`config.mk`:
```
export PLATFORM = sky130hd
export DESIGN_NAME = arith_seq_unit
export DESIGN_NICKNAME = d
export VERILOG_FILES = /design/src/rtl/arith_pkg.sv /design/src/rtl/seq_mul_div.sv /design/src/rtl/arith_seq_unit.sv
export SDC_FILE = /design/constraint.sdc
export NUM_CORES = 1
export LEC_CHECK = 0
export CAP_MARGIN = 20
export CORE_UTILIZATION = 58
export DETAILED_ROUTE_END_ITERATION = 12
export GPL_TIMING_DRIVEN = 0
export PLACE_DENSITY = 0.8
export SLEW_MARGIN = 20
export SYNTH_ARGS = -nofsm -noshare
export SYNTH_HDL_FRONTEND = slang
export SYNTH_SLANG_ARGS = --single-unit
export TNS_END_PERCENT = 10
```
`constraint.sdc`:
```
create_clock -name CLK -period 2.65 [get_ports CLK]
set_input_delay 0.265 -clock CLK [delete_from_list [all_inputs] [get_ports CLK]]
set_output_delay 0.265 -clock CLK [all_outputs]
set_load 0.1 [all_outputs]
```
`src/rtl/arith_pkg.sv`:
```
// -----------------------------------------------------------------------------
// arith_pkg
// Shared definitions for arith_seq_unit and its datapath:
//   - ALU_FUN operation codes (FUN_ADD, FUN_SUB, FUN_MUL, FUN_DIV)
//   - controller state encoding (state_t)
// No ports.
// -----------------------------------------------------------------------------
package arith_pkg;

    localparam logic [1:0] FUN_ADD = 2'b00;
    localparam logic [1:0] FUN_SUB = 2'b01;
    localparam logic [1:0] FUN_MUL = 2'b10;
    localparam logic [1:0] FUN_DIV = 2'b11;

    typedef enum logic [1:0] {
        ST_IDLE = 2'b00,
        ST_CALC = 2'b01,
        ST_DONE = 2'b10
    } state_t;

endpackage

```
`src/rtl/seq_mul_div.sv`:
```
// -----------------------------------------------------------------------------
// seq_mul_div
// Iterative datapath shared by multiply (shift-add) and restoring divide.
// One bit of work per step; WIDTH steps per operation.
//
// The working register pair {acc_hi, acc_lo} is used by both operations:
//   mul: acc_lo starts as the multiplier A; each step conditionally adds B to
//        acc_hi and shifts the pair right. Final pair = 2*WIDTH product.
//   div: acc_lo starts as the dividend A; each step shifts the pair left and
//        subtracts B from acc_hi when it fits, shifting a quotient bit into
//        acc_lo. Final pair = {remainder, quotient}.
//
// Ports:
//   CLK, RST_n  clock, async active-low reset
//   load        capture a_in, clear accumulator, preset counter
//   step        perform one iteration (ignored while load is high)
//   op_div      1 = divide, 0 = multiply
//   a_in        operand A, sampled on load
//   b_op        operand B (held stable by the caller for the whole operation)
//   res_next    value the pair takes after the current step
//   last        counter has reached zero: the current step is the final one
// -----------------------------------------------------------------------------
module seq_mul_div #(
    parameter int WIDTH = 8
) (
    input  logic                 CLK,
    input  logic                 RST_n,
    input  logic                 load,
    input  logic                 step,
    input  logic                 op_div,
    input  logic [WIDTH-1:0]     a_in,
    input  logic [WIDTH-1:0]     b_op,
    output logic [2*WIDTH-1:0]   res_next,
    output logic                 last
);

    localparam int CNT_W = $clog2(WIDTH + 1);

    logic [WIDTH-1:0] acc_hi;
    logic [WIDTH-1:0] acc_lo;
    logic [CNT_W-1:0] cnt;

    logic [WIDTH:0]   mul_sum;
    logic [WIDTH:0]   rem_sh;
    logic [WIDTH-1:0] rem_diff;
    logic             rem_ge;

    always_comb begin
        mul_sum  = {1'b0, acc_hi} + (acc_lo[0] ? {1'b0, b_op} : {(WIDTH+1){1'b0}});
        rem_sh   = {acc_hi, acc_lo[WIDTH-1]};
        rem_ge   = (rem_sh >= {1'b0, b_op});
        // When rem_sh >= b_op the true difference is below b_op, so WIDTH
        // bits are enough to hold it.
        rem_diff = rem_sh[WIDTH-1:0] - b_op;
        if (op_div) begin
            if (rem_ge)
                res_next = {rem_diff, acc_lo[WIDTH-2:0], 1'b1};
            else
                res_next = {rem_sh[WIDTH-1:0], acc_lo[WIDTH-2:0], 1'b0};
        end else begin
            res_next = {mul_sum, acc_lo[WIDTH-1:1]};
        end
        last = (cnt == '0);
    end

    always_ff @(posedge CLK or negedge RST_n) begin
        if (!RST_n) begin
            acc_hi <= '0;
            acc_lo <= '0;
            cnt    <= '0;
        end else if (load) begin
            acc_hi <= '0;
            acc_lo <= a_in;
            cnt    <= CNT_W'(WIDTH - 1);
        end else if (step) begin
            {acc_hi, acc_lo} <= res_next;
            // Saturate at zero; the controller leaves CALC on the zero step.
            if (cnt != '0)
                cnt <= cnt - CNT_W'(1);
        end
    end

endmodule

```
`src/rtl/arith_seq_unit.sv`:
```
// -----------------------------------------------------------------------------
// arith_seq_unit
// Sequential arithmetic unit: single-cycle add/sub, WIDTH-cycle multiply and
// restoring divide. One request at a time; Busy covers the whole operation.
//
// Ports:
//   CLK           clock, rising edge
//   RST_n         async active-low reset
//   A, B          unsigned operands (latched on accept)
//   ALU_FUN       00 add, 01 sub, 10 mul, 11 div (latched on accept)
//   Arith_Enable  start request, honoured only in IDLE
//   Arith_OUT     result register (2*WIDTH)
//   Arith_Valid   one-cycle pulse in DONE
//   Busy          high from the cycle after accept through DONE
//   Carry_Flag    add carry-out / sub borrow, 0 for mul/div
//   Div_Zero      divide by zero occurred on the last operation
// -----------------------------------------------------------------------------
module arith_seq_unit
    import arith_pkg::*;
#(
    parameter int WIDTH = 8
) (
    input  logic                 CLK,
    input  logic                 RST_n,
    input  logic [WIDTH-1:0]     A,
    input  logic [WIDTH-1:0]     B,
    input  logic [1:0]           ALU_FUN,
    input  logic                 Arith_Enable,
    output logic [2*WIDTH-1:0]   Arith_OUT,
    output logic                 Arith_Valid,
    output logic                 Busy,
    output logic                 Carry_Flag,
    output logic                 Div_Zero
);

    state_t state, state_nxt;

    logic [WIDTH-1:0]   b_lat;
    logic [1:0]         fun_lat;

    logic               accept;
    logic               calc_step;
    logic               calc_last;
    logic               dp_last;
    logic [2*WIDTH-1:0] dp_res;

    logic [WIDTH:0]     add_res;
    logic [WIDTH:0]     sub_res;

    // ---------------- state register ----------------
    always_ff @(posedge CLK or negedge RST_n) begin
        if (!RST_n)
            state <= ST_IDLE;
        else
            state <= state_nxt;
    end

    // ---------------- next-state logic ----------------
    always_comb begin
        state_nxt = state;
        unique case (state)
            ST_IDLE: begin
                if (Arith_Enable) begin
                    unique case (ALU_FUN)
                        FUN_ADD, FUN_SUB: state_nxt = ST_DONE;
                        FUN_MUL:          state_nxt = ST_CALC;
                        FUN_DIV:          state_nxt = (B == '0) ? ST_DONE : ST_CALC;
                    endcase
                end
            end
            ST_CALC: if (dp_last) state_nxt = ST_DONE;
            ST_DONE: state_nxt = ST_IDLE;
            default: state_nxt = ST_IDLE;
        endcase
    end

    // ---------------- output / control decode ----------------
    always_comb begin
        Busy        = (state != ST_IDLE);
        Arith_Valid = (state == ST_DONE);
        accept      = (state == ST_IDLE) && Arith_Enable;
        calc_step   = (state == ST_CALC);
        calc_last   = (state == ST_CALC) && dp_last;
    end

    seq_mul_div #(.WIDTH(WIDTH)) u_seq_mul_div (
        .CLK      (CLK),
        .RST_n    (RST_n),
        .load     (accept),
        .step     (calc_step),
        .op_div   (fun_lat == FUN_DIV),
        .a_in     (A),
        .b_op     (b_lat),
        .res_next (dp_res),
        .last     (dp_last)
    );

    always_comb begin
        add_res = {1'b0, A} + {1'b0, B};
        sub_res = {1'b0, A} - {1'b0, B};
    end

    // Result registers. Single-cycle operations are resolved on the accept
    // edge (inputs equal the latched values at that instant) so the result is
    // already registered when DONE is entered; iterative ones are captured on
    // the final CALC edge. Nothing changes outside those two edges.
    always_ff @(posedge CLK or negedge RST_n) begin
        if (!RST_n) begin
            b_lat      <= '0;
            fun_lat    <= FUN_ADD;
            Arith_OUT  <= '0;
            Carry_Flag <= 1'b0;
            Div_Zero   <= 1'b0;
        end else if (accept) begin
            b_lat   <= B;
            fun_lat <= ALU_FUN;
            unique case (ALU_FUN)
                FUN_ADD: begin
                    Arith_OUT  <= {{WIDTH{1'b0}}, add_res[WIDTH-1:0]};
                    Carry_Flag <= add_res[WIDTH];
                    Div_Zero   <= 1'b0;
                end
                FUN_SUB: begin
                    Arith_OUT  <= {{WIDTH{1'b0}}, sub_res[WIDTH-1:0]};
                    Carry_Flag <= sub_res[WIDTH];
                    Div_Zero   <= 1'b0;
                end
                FUN_DIV: begin
                    if (B == '0) begin
                        Arith_OUT  <= {A, {WIDTH{1'b1}}};
                        Carry_Flag <= 1'b0;
                        Div_Zero   <= 1'b1;
                    end
                end
                FUN_MUL: ;
            endcase
        end else if (calc_last) begin
            Arith_OUT  <= dp_res;
            Carry_Flag <= 1'b0;
            Div_Zero   <= 1'b0;
        end
    end

endmodule

```
==> implementation parameters <==
Parameter                              Value

Clock network
  Maximum level of the CTS H-tree ... 2
  Number of hold-repair buffers added at the cts stage ... 0
  Number of CTS-inserted buffers ... 5
  Clock transition time at the flip-flop clock pins of the worst setup and hold paths ... 0.10 ns
  Clock latency at the later pin of the worst-skew pair ... 0.31 ns
  Clock tree from TritonCTS ... built
  Master cell of the clock root buffer ... clkbuf_8
  Number of buffers on the longest clock path ... 2
  Clock sink total ... 50

Power
  Power density cells ... 1360 mW/mm2
  Max rail drop VDD ... 0.000929 V
  Leakage ... 2.06 nW
  Overall power after layout ... 6.36 mW

Floorplanning
  Die width ... 85.7 um
  Vertical die dimension ... 85.7 um
  I/O pin cnt ... 41
  DIE AREA ... 0.00734 mm2
  Area of the core ... 0.00679 mm2
  Starting utilization of the core area ... 0.598
  Rows ... 30

Place
  Final weighted congestion in routability-driven placement ... 0.905
  Setup slack after placement ... -0.358 ns
  Port Buffers ... 39
  Hpwl dp ... 8.72 mm
  Instance area at placement ... 0.00457 mm2

Routing
  Average wire per cell in the routed design ... 18.1 um
  Number of DRC markers after the initial detailed-route iteration ... 364
  Detailed-route DRC error count ... 0
  Via count normalized by instance count ... 6.28
  Length of the first detailed-routing pass in iterations ... 6
  WL final ... 11.4 mm
  Vias ... 3,968
  Post-detailed-route count of antenna-violating nets ... 0

Global routing
  Largest net degree at the start of global routing ... 51
  Wire length of the first global-routing pass ... 18.3 mm
  Tot GR Track Use ... 0.323
  Initial antenna violation count ... 0
  Congestion Overflow GR ... 0
  Vias in the first global route ... 3,630

Worst setup path
  Endpoint required time on the critical path ... 2.85 ns
  Class of the most critical setup path ... reg -> reg
  Critical path data arrival time ... 2.77 ns
  Largest fanout on the critical path ... 3
  Sort of element at the end of the critical path ... flop
  Startpoint kind of the worst setup timing path ... flop

Yosys
  Top area cells in the synthesized netlist ... dfrtp_1 (31%), ha_1 (10%), nand2_1 (5.0%), o21ai_0 (4.8%), a21oi_1 (4.1%)
  Synthesized flop and latch total ... 50
  Top FF cell, synth ... dfrtp_1
  Most area-hungry cell type in the Yosys netlist ... dfrtp_1
  Cell with the most instances after synthesis ... nand2_1
  Syn Area/Cell ... 8.32 um2
  Share of synthesized area occupied by flip-flops and latches ... 0.308
  Area share of the largest cell type after synthesis ... 0.308
  Number of distinct library cells after synthesis ... 63
  Synth Warn # ... 0
  Gate count of the mapped netlist ... 488
  Share of synthesized registers carrying an async set or reset ... 1.00
  Netlist area before placement ... 0.00406 mm2
  Count of flip-flops with a built-in enable after synthesis ... 0
  Most used standard cells in the synthesized netlist ... nand2_1 (54), dfrtp_1 (50), o21ai_0 (39)
  Synthesized Nets ... 546

STA
  Final-report max-slew violation count ... 0
  Unrepaired setup endpoints after global routing ... yes
  Total negative setup slack ... 0 ns
  Transition time at the pin with the least slew margin ... 1.02 ns
  Relative slew slack ... 0.321
  Hold Slack ... -0.0365 ns
  Endpoints failing setup ... 0
  Final hold vios ... 50
  Max Clk Rate ... 389 MHz
  Final critical path time including I/O delays and setup ... 2.57 ns
  Period Utilization, post-route ... 0.969
  Worst setup slack after layout ... 0.0817 ns
  Worst-case clock skew ... 0.00327 ns

Finish
  Count of inserted antenna diode cells ... 0
  Post-route core utilization ... 0.690
  Filler instances ... 591
  Area Overhead vs Synth ... 15.5%
  Area taken by flip-flops and latches ... 0.00125 mm2
  Nets@finish ... 593
  Post-route design area ... 0.00469 mm2
  Combined area of the multi-input logic cells ... 0.00257 mm2
  Share of layout cells above drive strength 1 ... 0.0690

Min path
  Kind of path behind the tightest hold check ... in -> async

Run
  Max Cap Viol ... 0

Run status
  Run status ... finished, violations left
  Violated checks ... negative hold slack
-- logic make-up (layout without fill, tap and decap cells) --
kind of cell    Yosys count  after routing  share of synthesized area
simple gates            168            168                      0.208
compound gates          152            152                      0.244
mux                       9              9                     0.0225
xor+xnor                 15             15                     0.0323
buf+inv                  57            105                     0.0641
flops                    50             50                      0.308
fa+ha+maj                37             37                      0.121
-- placed cells by master (no fill, tap or decap), types with 5 or more instances in the layout --
cell / n
o21bai_1: 5
dfrtp_1: 49
clkbuf_1: 18
nand2_1: 54
a21o_1: 8
nor2_1: 34
ha_1: 33
a21oi_1: 32
clkdlybuf4s50_1: 38
o21ai_0: 39
o211ai_1: 6
clkbuf_8: 5
nand3_1: 15
a211oi_1: 7
nor2b_1: 8
mux2i_1: 8
nor3_1: 13
and2_1: 10
xnor2_1: 10
nand2b_1: 7
xor2_1: 5
a31oi_1: 11
inv_1: 30
o31ai_1: 5
-- critical path, stage by stage, from the launching register on --
cell and delay [ns]:
dfrtp_2 0.43, and2_1 0.14, ha_1 0.24, fa_2 0.39, a211oi_2 0.28, o21bai_1 0.12
a21oi_1 0.19, xnor2_1 0.14, and3_1 0.20, o32a_1 0.31
-- power by group --
part	switching (mW)	leakage, nW	internal, mW
sequential	0.296	0.616	1.12
clock	0.275	0.0458	0.192
combinational	3.00	1.40	1.48
-- sequential cells by signal, summed over array words and instances, names as in the netlist --
register,count
b_lat,8
u_seq_mul_div.acc_hi,8
Div_Zero,1
u_seq_mul_div.acc_lo,8
u_seq_mul_div.cnt,4
fun_lat,2
Carry_Flag,1
Arith_OUT,16
state,2
-- cell type report --
type,instances,area share
sequential,50,0.267
clock buffer,6,0.0155
tap,96,0.0256
multi-input combinational,381,0.548
inverter,31,0.0275
clock inverter,2,0.00374
timing repair buffer,40,0.0843
buffer,26,0.0285
-- stage by stage --
stage	instances	hold slack, ns
floorplan	488	-0.0306
global placement	623	0.468
detailed placement	623	0.337
CTS	632	0.00205
global route	632	0.0372
finish	632	-0.0365
-- metal layers --
layer  GRT usage  part of all wire
met1       0.445              0.44
met2       0.524              0.46
met3      0.0597             0.071
met4      0.0848             0.027
met5           0                 0
-- worst paths after layout --
path	from	depth (start not counted)	endpoint	slack, ns
setup reg to reg	u_seq_mul_div.acc_lo[0]	9	Arith_OUT[13]	0.08
hold reg to reg	Arith_OUT[3]	2	Arith_OUT[3]	0.49
min in group CLK	ALU_FUN[0]	4	Arith_OUT[7]	0.43
hold / removal	RST_n	1	b_lat[2]	-0.04
max in group asynchronous	RST_n	1	u_seq_mul_div.acc_lo[0]	2.23
setup / recovery	u_seq_mul_div.acc_lo[0]	9	Arith_OUT[13]	0.08
-- repair_timing --
item	CTS	global route
pin swaps	1	1
endpoints found under the setup margin	4	7
resized for setup	3	5
setup buffers	1	0
No activity file was read; power rests on OpenSTA's default activity.
==> edit, RTL diff (same settings) <==
Reset style: synchronous (`RST_n`), changed in 3 clocked blocks. Comments in the files are not updated.
--- a/src/rtl/seq_mul_div.sv
+++ b/src/rtl/seq_mul_div.sv
@@ -63,7 +63,7 @@
         last = (cnt == '0);
     end
 
-    always_ff @(posedge CLK or negedge RST_n) begin
+    always_ff @(posedge CLK) begin
         if (!RST_n) begin
             acc_hi <= '0;
             acc_lo <= '0;
--- a/src/rtl/arith_seq_unit.sv
+++ b/src/rtl/arith_seq_unit.sv
@@ -48,7 +48,7 @@
     logic [WIDTH:0]     sub_res;
 
     // ---------------- state register ----------------
-    always_ff @(posedge CLK or negedge RST_n) begin
+    always_ff @(posedge CLK) begin
         if (!RST_n)
             state <= ST_IDLE;
         else
@@ -104,7 +104,7 @@
     // edge (inputs equal the latched values at that instant) so the result is
     // already registered when DONE is entered; iterative ones are captured on
     // the final CALC edge. Nothing changes outside those two edges.
-    always_ff @(posedge CLK or negedge RST_n) begin
+    always_ff @(posedge CLK) begin
         if (!RST_n) begin
             b_lat      <= '0;
             fun_lat    <= FUN_ADD;
Function: differs if RST_n is asserted again (counterexample within 4 cycles, from zero or initial values and one cycle with RST_n low); with RST_n held inactive, the same outputs for 4 cycles.
==> edit against the unedited design <==
- worst hold slack better by 0.36 ns
- synthesized area down 4.8%
- design area is 3.8% lower
- routed wire length grew 0.55%
- critical path depth did not move
- setup slack got worse by 0.035 ns
- die area shrank 4.7%
- via count is 0.76% higher
- critical endpoint is now Arith_OUT[10]
- sequential cell count unchanged
- first-iteration DRC count shrank 10%
Power is not compared: it rests on default switching activity, and its combinational part moved more than twofold at a synthesized area within 25%.
==> edit: results <==
export IMPL_regToRegSetupSlack_ns=0.05
export IMPL_drtIter0Drc=326
export IMPL_status="finished, final reports clean"
export IMPL_met1_usage=0.464
export IMPL_worst_slew_pin_slew_ns=0.986
export IMPL_wl_per_cell_um=18.4
export IMPL_firstDrtPassIters=5
export IMPL_finalWeightedCongestion=0.958
export IMPL_clk_pin_slew_ns=0.10
export IMPL_nets=610
export IMPL_synth_cell_type_count=61
export IMPL_finClkSkew_ns=0.0130
export IMPL_wl_met1_mm=5.11
export IMPL_grt_pass1_vias=3759
export IMPL_wl_met2_mm=5.03
export IMPL_p_sw_frac=0.407
export IMPL_antenna_found_initial=0
export IMPL_synth_area_leaders="dfxtp_1 (26%), ha_1 (12%), a21oi_1 (7.4%), nor2_1 (5.0%), nand2_1 (4.9%)"
export IMPL_vias=3998
export IMPL_synth_nets=562
export IMPL_ctsLongestPathBuffers=2
export IMPL_ys_seq_area_frac=0.259
export IMPL_grt_max_degree=16
export IMPL_netlist_instances=500
export IMPL_clockRootBuffer="clkbuf_8"
export IMPL_critical_path_endpoint="Arith_OUT[10]"
export IMPL_async_flop_share=0
export IMPL_finalMaxSlewViolations=0
export IMPL_crit_fanout=6
export IMPL_nFillCells=560
export IMPL_place_detailed_hpwl_mm=8.83
export IMPL_port_buffers=39
export IMPL_htreeDepth=2
export IMPL_vdd_drop_max_uv=363
export IMPL_grt_use_met3=0.0653
export IMPL_r2r_start="b_lat[1]"
export IMPL_synth_flop_cell="dfxtp_1"
export IMPL_grt_usage=0.338
export IMPL_synthTopCellsByCount="a21oi_1 (57), nor2_1 (52), dfxtp_1 (50), nand2_1 (50), ha_1 (37)"
export IMPL_hold_class="in -> reg"
export IMPL_dp_cells=616
export IMPL_grt_pass1_wl_mm=18.9
export IMPL_wl_mm=11.5
export IMPL_drive_gt1_frac=0.0656
export IMPL_met3WireLength_um=941
export IMPL_arrival_ns=2.80
export IMPL_met2_usage=0.517
==> edit: cell types whose count changed in the layout (fill, tap and decap cells not counted), sizes merged, moves of 5 or more <==
cell / change
a211oi: +9
a21oi: +25
a31oi: -8
buf: +7
clkbuf: -9
dfrtp: -50
dfxtp: +50
nand3: -7
nor2: +18
nor3: -6
nor4: +5
o21ai: -10
==> edit: how the worst min path moves through the flow <==
| stage | start | to | slack (ns) | cells after the start |
|---|---|---|---|---|
| floorplan | B[2] | b_lat[2] | 0.40 | 2 |
| finish | RST_n | Arith_OUT[0] | 0.32 | 3 |
| detailed placement | Arith_OUT[4] | Arith_OUT[4] | 0.45 | 2 |
| CTS | RST_n | Arith_OUT[0] | 0.32 | 3 |
| global route | RST_n | Arith_OUT[0] | 0.36 | 3 |
| global placement | Arith_OUT[4] | Arith_OUT[4] | 0.44 | 2 |
==> edit: power groups by stage <==
stage / Sequential (mW) / Combinational (mW) / Clock (mW)
2_1_floorplan: 1.05 / 0.552 / 0
3_3_place_gp: 0.879 / 0.958 / 0
3_5_place_dp: 0.881 / 0.975 / 0
4_1_cts: 0.865 / 0.984 / 0.557
5_1_grt: 0.876 / 1.09 / 0.598
6_report: 0.867 / 1.02 / 0.562
==> edit: logic make-up after synthesis <==
family / Yosys count / share of synthesized area
AO/OA/AOI/OAI: 164 / 0.284
XOR/XNOR: 13 / 0.0295
adder cells (fa/ha/maj): 41 / 0.140
buffers and inverters: 58 / 0.0599
flip-flops: 50 / 0.259
multiplexers: 12 / 0.0337
AND/OR/NAND/NOR: 162 / 0.194
==> edit: timing repair <==
item                       CTS  global route
gates resized for setup      3             5
buffers inserted             0             2
gates cloned                 0             0
setup endpoints to repair    4             8
pin swaps                    0             1
==> edit: area by class of cell <==
cell class              instances  area, sq um  area share
plain buffers                  24          104      0.0230
flip-flops and latches         50         1000       0.222
multi-input cells             392         2660       0.590
well taps                      77         96.3      0.0214
repair buffers                 41          408      0.0904
clock buffers                   6         72.6      0.0161
clock inverters                 2         37.5     0.00832
inverters                      34          128      0.0283
==> edit: critical path, cell delays in order (launching register included) <==
cell and delay (ns):
dfxtp_1 0.45, inv_1 0.07, ha_1 0.30, nand2b_1 0.11
a211oi_4 0.33, o311ai_4 0.16, a21oi_4 0.30, mux2_4 0.34
o211ai_1 0.32, a21oi_1 0.12
==> edit: per-stage QoR <==
stage                      util  hold slack (ns)  area (sq um)  power, mW  setup slack (ns)
after floorplan               -            0.401          3870       1.60             0.381
after global placement    0.682            0.444          4350       1.84            -0.404
after detailed placement  0.682            0.449          4350       1.86            -0.366
after CTS                 0.701            0.325          4470       2.41           -0.0143
after global routing      0.707            0.358          4510       2.57           -0.0511
final                     0.707            0.322          4510       2.45            0.0465
